File: config.mk
export PLATFORM = sky130hd
export DESIGN_NAME = ofmap_accumulator
export DESIGN_NICKNAME = d
export VERILOG_FILES = /design/src/rtl/ofmap_accumulator.sv
export SDC_FILE = /design/constraint.sdc
export NUM_CORES = 1
export LEC_CHECK = 0
export ABC_AREA = 1
export CORE_MARGIN = 4
export CORE_UTILIZATION = 50
export CTS_CLUSTER_DIAMETER = 30
export DETAILED_ROUTE_END_ITERATION = 10
export PLACE_DENSITY = 0.67
export SYNTH_ARGS = -nofsm -noshare
export SYNTH_HDL_FRONTEND = slang
export SYNTH_SLANG_ARGS = --single-unit
File: constraint.sdc
create_clock -name clk -period 10.8 [get_ports clk]
set_input_delay 2.16 -clock clk [delete_from_list [all_inputs] [get_ports clk]]
set_output_delay 2.16 -clock clk [all_outputs]
set_load 0.01 [all_outputs]
File: src/rtl/ofmap_accumulator.sv
// Output stage behind the systolic array: deskews per-column partial sums into rows,
// accumulates them across K-tiles in a ROWS x COLS bank, then drains requantized rows.

module ofmap_lane #(
    parameter int ROWS  = 4,
    parameter int P_W   = 16,
    parameter int ACC_W = 32,
    parameter int OUT_W = 8,
    parameter int SHIFT = 8,
    parameter int PTR_W = 2
) (
    input  logic             clk,
    input  logic             we,
    input  logic             first,
    input  logic [PTR_W-1:0] wr_ptr,
    input  logic [P_W-1:0]   d,
    input  logic [PTR_W-1:0] rd_ptr,
    output logic [OUT_W-1:0] q
);
    localparam int RND_SH = (SHIFT > 0) ? SHIFT - 1 : 0;
    localparam logic signed [ACC_W:0] RND  = (SHIFT > 0) ? ((ACC_W+1)'(1) << RND_SH) : (ACC_W+1)'(0);
    localparam logic signed [ACC_W:0] MAXV = (ACC_W+1)'((1 << (OUT_W-1)) - 1);

    logic [ACC_W-1:0] col [ROWS];
    logic [ACC_W-1:0] acc;
    logic signed [ACC_W:0] sum;
    logic signed [ACC_W:0] r;

    // Bank is deliberately not reset; first_tile overwrites stale contents.
    always_ff @(posedge clk) begin
        if (we)
            col[wr_ptr] <= first ? ACC_W'($signed(d)) : col[wr_ptr] + ACC_W'($signed(d));
    end

    assign acc = col[rd_ptr];

    // One extra bit keeps the rounding add from overflowing before the shift.
    always_comb begin
        sum = $signed({acc[ACC_W-1], acc}) + RND;
        r   = sum >>> SHIFT;
        if (r < 0)
            q = '0;
        else if (r > MAXV)
            q = OUT_W'(MAXV);
        else
            q = r[OUT_W-1:0];
    end
endmodule

module ofmap_accumulator #(
    parameter int COLS  = 4,
    parameter int ROWS  = 4,
    parameter int P_W   = 16,
    parameter int ACC_W = 32,
    parameter int OUT_W = 8,
    parameter int SHIFT = 8
) (
    input  logic                       clk,
    input  logic                       rst,
    input  logic                       tile_start,
    input  logic                       first_tile,
    input  logic                       last_tile,
    input  logic [COLS-1:0]            of_valid,
    input  logic [COLS-1:0][P_W-1:0]   of_data,
    output logic                       o_valid,
    input  logic                       o_ready,
    output logic [COLS-1:0][OUT_W-1:0] o_data,
    output logic                       o_last,
    output logic                       busy,
    output logic                       err
);
    localparam int PTR_W = (ROWS > 1) ? $clog2(ROWS) : 1;
    localparam logic [PTR_W-1:0] LAST = PTR_W'(ROWS - 1);

    typedef enum logic [1:0] {IDLE, ACCUM, DRAIN} state_t;

    state_t                     state;
    logic [PTR_W-1:0]           wr_ptr;
    logic [PTR_W-1:0]           rd_ptr;
    logic                       first_q;
    logic                       last_q;
    logic [COLS-1:0]            al_v;
    logic [COLS-1:0][P_W-1:0]   al_d;
    logic [COLS-1:0][OUT_W-1:0] q;
    logic                       row_v;
    logic                       skew_err;
    logic                       we;
    logic                       accept;

    // Column c is late by c cycles, so it gets COLS-1-c stages to line up with the last column.
    for (genvar c = 0; c < COLS; c++) begin : g_deskew
        localparam int D = COLS - 1 - c;
        if (D == 0) begin : g_pass
            assign al_v[c] = of_valid[c];
            assign al_d[c] = of_data[c];
        end else begin : g_dly
            logic [D-1:0]          vld_pipe;
            logic [D-1:0][P_W-1:0] dat_pipe;
            always_ff @(posedge clk or negedge rst) begin
                if (!rst) begin
                    vld_pipe <= '0;
                    dat_pipe <= '0;
                end else begin
                    vld_pipe[0] <= of_valid[c];
                    dat_pipe[0] <= of_data[c];
                    for (int i = 1; i < D; i++) begin
                        vld_pipe[i] <= vld_pipe[i-1];
                        dat_pipe[i] <= dat_pipe[i-1];
                    end
                end
            end
            assign al_v[c] = vld_pipe[D-1];
            assign al_d[c] = dat_pipe[D-1];
        end
    end

    assign row_v    = al_v[0];
    assign skew_err = |(al_v ^ {COLS{row_v}});
    assign we       = (state == ACCUM) && row_v;
    assign o_valid  = (state == DRAIN);
    assign busy     = (state != IDLE);
    assign accept   = o_valid && o_ready;
    assign o_last   = o_valid && (rd_ptr == LAST);
    assign o_data   = o_valid ? q : '0;

    for (genvar c = 0; c < COLS; c++) begin : g_lane
        ofmap_lane #(
            .ROWS(ROWS), .P_W(P_W), .ACC_W(ACC_W), .OUT_W(OUT_W), .SHIFT(SHIFT), .PTR_W(PTR_W)
        ) u_lane (
            .clk(clk), .we(we), .first(first_q), .wr_ptr(wr_ptr),
            .d(al_d[c]), .rd_ptr(rd_ptr), .q(q[c])
        );
    end

    always_ff @(posedge clk or negedge rst) begin
        if (!rst) begin
            state   <= IDLE;
            wr_ptr  <= '0;
            rd_ptr  <= '0;
            first_q <= 1'b0;
            last_q  <= 1'b0;
            err     <= 1'b0;
        end else begin
            if (skew_err)
                err <= 1'b1;
            case (state)
                IDLE: begin
                    if (row_v)
                        err <= 1'b1;
                    if (tile_start) begin
                        state   <= ACCUM;
                        first_q <= first_tile;
                        last_q  <= last_tile;
                        wr_ptr  <= '0;
                    end
                end
                ACCUM: begin
                    if (tile_start)
                        err <= 1'b1;
                    if (row_v) begin
                        if (wr_ptr == LAST) begin
                            wr_ptr <= '0;
                            rd_ptr <= '0;
                            state  <= last_q ? DRAIN : IDLE;
                        end else begin
                            wr_ptr <= wr_ptr + 1'b1;
                        end
                    end
                end
                DRAIN: begin
                    // Includes a tile_start coinciding with the final accept.
                    if (tile_start || row_v)
                        err <= 1'b1;
                    if (accept) begin
                        if (rd_ptr == LAST) begin
                            rd_ptr <= '0;
                            state  <= IDLE;
                        end else begin
                            rd_ptr <= rd_ptr + 1'b1;
                        end
                    end
                end
                default: state <= IDLE;
            endcase
        end
    end
endmodule
After elaboration in Yosys (flattened, before gate mapping)
Memory sizes are Yosys's and may differ from the RTL's.
Index checks and enable logic that the tools add are counted.
W data, S select, Z words.
Storage, ports and cells
  register bits: 111
  memory bits (writable): 512
  input port bits: 74
  word-level logic and storage cells: 96
  memories: 4
Memory list
  g_lane[0].u_lane.col: depth 4, bits a word 32, read ports 2, clocked after Yosys merged registers in 0, wr ports 1, line 24  | logic [ACC_W-1:0] col [ROWS];
  g_lane[1].u_lane.col: depth 4, bits a word 32, read ports 2, clocked after Yosys merged registers in 0, wr ports 1, line 24
  g_lane[2].u_lane.col: depth 4, bits a word 32, read ports 2, clocked after Yosys merged registers in 0, wr ports 1, line 24
  g_lane[3].u_lane.col: depth 4, bits a word 32, read ports 2, clocked after Yosys merged registers in 0, wr ports 1, line 24
Operators by class
  $add $sub $neg: 10
  $lt $le $gt $ge: 8
  equality and inequality tests: 9
  multiplexer cells: 36
  bitwise logic cells: 1
  reductions and logical operators: 13
Operators with widths (count)
  $mux W32: 5
  $add A32 B9 Y33 const B: 4
  $add A32 B32 Y32: 4
  $gt A25 B8 Y1 const B: 4
  $lt A25 B1 Y1 const B: 4
  $mux W8: 8
  $mux W2: 13
  $pmux W2 S2: 2
  $eq A2 B2 Y1 const B: 3
  $mux W1: 6
  $ne A2 B1 Y1 const B: 3
  $pmux W2 S3: 1
  $reduce_bool A2 Y1: 3
  $reduce_and A5 Y1: 1
  $add A2 B1 Y2 const B: 2
  $ne A2 B2 Y1 const B: 2
  $reduce_and A4 Y1: 1
  $reduce_or A4 Y1: 1
  $xor A4 B4 Y4: 1
  $logic_and A1 B1 Y1: 3
  $pmux W1 S3: 1
  $reduce_and A3 Y1: 1
  $eq A2 B1 Y1 const B: 1
  $logic_not A2 Y1: 1
  2 further kinds: 2

Logic depth before layout (Yosys ltp)
An unclocked memory read counts as a cell.
  depth after elaboration: 6
  depth in mapped cells: 22
  mapped depth without buffers: 20

Hierarchy
A second synthesis with hierarchy kept.
Unflattened totals
  cells, all modules: 4647
  area, all modules: 38299.2 um^2
By module, submodules not included
  ofmap_lane (g_lane[1].u_lane ...): times used 2, cells each 1103, area each 8727.1 um^2, seq. area each 3843.7 um^2
  ofmap_lane (g_lane[3].u_lane): times used 1, cells each 1112, area each 8777.2 um^2, seq. area each 3843.7 um^2
  ofmap_lane (g_lane[0].u_lane): times used 1, cells each 1074, area each 8627.0 um^2, seq. area each 3843.7 um^2
  ofmap_accumulator: times used 1, cells each 255, area each 3440.8 um^2, seq. area each 2777.7 um^2

Worst setup path before layout
Ideal clock, no wire load.
  path type: register to register
  start: reg wr_ptr[1]
  end: mem g_lane[0].u_lane.col[0][0], enable pin
  data arrival time: 7.016 ns
  data required time: 10.183 ns
  slack: 3.167 ns
  stages on the path, launching flop included: 9
  buffers on the path: 4
  clock period less this slack: 7.633 ns
  cell sequence: dfrtp_1 > clkbuf_1 > inv_1 > clkbuf_1 > clkbuf_1 > clkbuf_1 > ha_1 > inv_1 > nor2_1
RTL lines
  start: declaration: line 78  | logic [PTR_W-1:0] wr_ptr;
  start signal: assignment: line 166  | wr_ptr <= wr_ptr + 1'b1;
  end: declaration: line 24
No word-level cell before the write port.

==> results.md <==
* Area Growth Syn to Fin at 17.0%
* Total power at 13.2 mW
* Routed wire length at 99.6 mm
* Period utilization at 70.1%
* Std-Cell Core Area at 0.0717 sq mm
* CTS max path bufs at 3
* Worst setup endpoint: o_data[11]
* FF-to-FF setup slack at 5.14 ns
* H-tree levels at 4
* Status: finished clean
* Via count at 31.1k
* Worst slew pin tran at 1.02 ns
* Num CTS Buffers at 133
* Critical path launch point type: flop
* Syn Area/Cell at 8.39 sq um
* Die H at 277 um
* WP depth at 19
* Largest net degree at the start of global routing at 151
* CP Max Fanout at 87
* Netlist Area Pre-Place at 0.0363 sq mm
* CTS Hold Bufs at 0
* RSZ-0062 raised after global routing: no
* Residual DRC at 0
* Die Width at 277 um
* Vias in the first global route at 30.4k
* Synth Register Bits at 623
* I/O Buffers at 105
* Synth Warn # at 0
* GPL Wtd Cong at 0.942
* Worst r2r src: wr_ptr[0]$_DFFE_PN0P_
* Fmax at 132 MHz
* Routed wire per std cell at 18.2 um
* CTS tree: yes
* CTS-repair resized insts at 0
* Worst vdd ir at 0.000208 V
* Critical Path Start: rd_ptr[0]$_DFFE_PN0P_
* Hold path depth at 0
* Clk sinks at 623
* DR pass1 iterations at 6
* Most used DFF post-synth: edfxtp_1
* Fin crit period at 7.57 ns
* Initial antenna violation count at 0
* Skew final at 0.0337 ns
* Total Nets Final at 4630
* Fin. Hold Viols at 0
* # diodes at 0
* Hold_sp: g_deskew[0].g_dly.vld_pipe[0]$_DFF_PN0_
* Initial DRC Count at 2600
* Leak Pwr at 17.0 nW
* Critical Path Max Stage Delay at 0.90 ns
* Worst EP required at 8.64 ns
* Post-CTS Setup Bufs at 0
* Share of layout cells above drive strength 1 at 7.34%
* Critical-path top delay cell: buf_4
* Synth cell types at 48
* Min-delay worst type: reg -> reg
* Clock Latency Late Sink at 0.72 ns
* Row cnt at 98
* Pwr/cell area at 311 mW/mm^2
* I/O pins at 110
* Most common cell after layout, fill and taps aside: nand2_1
* Cell count of the worst reg-to-reg path at 16
* Root buf cell: clkbuf_16
* Slew Limit Fails at 0
* Initial core utilization at 50.6%
* Most frequent cells in the layout: nand2_1 (1153), nor2_1 (521), edfxtp_1 (512), o21ai_0 (440), nand3_1 (339)
* Reg clk slew, reported paths at 0.05 ns
* HPWL after DPL at 61.7 mm
* Final setup viols at 0
* GRT Resource Usage Total at 25.4%
* Fill count at 6233
* Reg area at 0.0182 sq mm
* Footprint of the multi-input gates at 0.0164 sq mm
* Setup TNS at 0 ns
* MaxCap Viol Count at 0
* Global-route wire length before repair at 159 mm
* Cell mode on critical path: nand2_1
* Slew Limit Headroom at 32.0%
* Crit-path leading delay family: simple AND/OR/NAND/NOR gates
* Die area at 0.0770 sq mm
* Worst Setup End Kind: primary output
* Critical path class: reg -> out
* Async set-or-reset flop fraction in the synthesized netlist at 17.8%
* CP Cell Sequence: buf_4, nand2_1, o21ai_0, nand2_1, nand2_1, ha_1, nand3_1, nor2_1, nand2_1, nor2_2, nand2_1, nor2_1, nand3_1, nand3_1, nor2_1, nand3_1, nand2_2, a21oi_1, clkdlybuf4s50_1
* Mapped Cells at 4329
* R2r endpoint: g_lane[3].u_lane.col[3][19]$_DFFE_PP_
* Congestion Overflow GR at 0
* Register area share after synthesis at 50.0%
* Via/cell ratio at 5.68
* Post-synth EDFFs at 512
* Final ANT Viol Nets at 0
* CP Buf/Inv Count at 2
* Crit path DAT at 5.41 ns
[through the flow]
stage               worst slack [ns]  utilization, %  hold WS [ns]  cells  instance area [sq um]
CTS                             3.29            59.2         0.339   5471                  42500
floorplan                       3.17               -         0.331   4332                  36300
global placement                4.19            52.9         0.332   5229                  38000
finish                          3.23            59.2         0.340   5471                  42500
detailed placement              4.06            52.9         0.335   5229                  38000
global route                    2.88            59.2         0.346   5471                  42500
[final cells by class]
type | count | share of cell area, %
Multi-Input combinational cell | 3282 | 38.5
Clock inverter | 89 | 2.49
Tap cell | 950 | 2.80
Inverter | 246 | 2.22
Sequential cell | 623 | 42.8
Clock buffer | 153 | 8.09
Timing Repair Buffer | 128 | 3.06
[worst register-to-register path, stage by stage (launching register included)]
cell and delay (ns):
dfrtp_4 0.84, buf_4 0.65, buf_12 0.60, o21ai_0 0.20
o22ai_1 0.32, ha_1 0.35, nand2_1 0.08, inv_1 0.04
a21oi_1 0.41, o21ai_0 0.24, a21boi_0 0.55, o21ai_0 0.34
nand2_1 0.16, nand2_1 0.08, or2_2 0.27, nand3_1 0.06
nand2_1 0.14
[synthesized netlist by cell type (all sizes together), types with 4 or more instances]
library cell	number	area share [%]
xnor2	38	0.92
xor2	33	0.80
a32oi	11	0.27
nand3b	6	0.12
o22ai	117	2.0
buf	84	1.5
o311a	4	0.11
nand3	340	4.7
nor2	547	5.9
nor4	9	0.16
or2	52	0.90
fa	4	0.22
a21oi	224	3.1
a21boi	12	0.25
nor3	25	0.39
o21a	13	0.27
a221oi	12	0.29
ha	138	4.8
inv	243	2.5
o21ai	448	6.2
a31oi	6	0.10
o211ai	9	0.19
nand4	45	0.79
o221ai	4	0.097
nand2	1157	12
dfrtp	111	7.7
edfxtp	512	42
a21o	4	0.083
o21bai	14	0.29
clkbuf	97	1.0
[layer usage]
layer	track usage [%]	wire (um)	up-vias
met5	0	0	-
met4	8.49	2160	0
met3	4.36	6590	166
met2	42.7	47200	1058
met1	33.7	43700	14700
li1	-	-	15200
[sequential cells by signal, indices dropped and copies added (netlist names)]
name / cells
g_lane.u_lane.col: 512
g_deskew.g_dly.dat_pipe: 64
al_d: 32
g_deskew.g_dly.vld_pipe: 6
rd_ptr: 2
state: 2
wr_ptr: 2
err: 1
first_q: 1
last_q: 1
[cells by family after synthesis]
family | after synthesis | synth area share, %
buf+inv | 427 | 5.02
xor+xnor | 71 | 1.71
mux | 1 | 0.0310
fa+ha+maj | 142 | 4.98
flops | 623 | 50.0
compound gates | 881 | 13.3
other cells | 1 | 0.0103
simple gates | 2183 | 24.9
[report_power, final]
| group | internal, mW | leakage (nW) | switching (mW) |
|---|---|---|---|
| logic | 1.79 | 8.90 | 3.97 |
| clock network | 2.62 | 2.16 | 1.36 |
| registers | 3.30 | 5.94 | 0.173 |
[worst min path at each step]
stage | to | slack, ns
floorplan | al_d[0]$_DFF_PN0_ | 0.33
global placement | al_d[26]$_DFF_PN0_ | 0.33
detailed placement | al_d[22]$_DFF_PN0_ | 0.33
CTS | al_d[16]$_DFF_PN0_ | 0.34
global route | al_d[26]$_DFF_PN0_ | 0.35
finish | g_deskew[0].g_dly.vld_pipe[1]$_DFF_PN0_ | 0.34
Power figures use the tool's default switching activity.
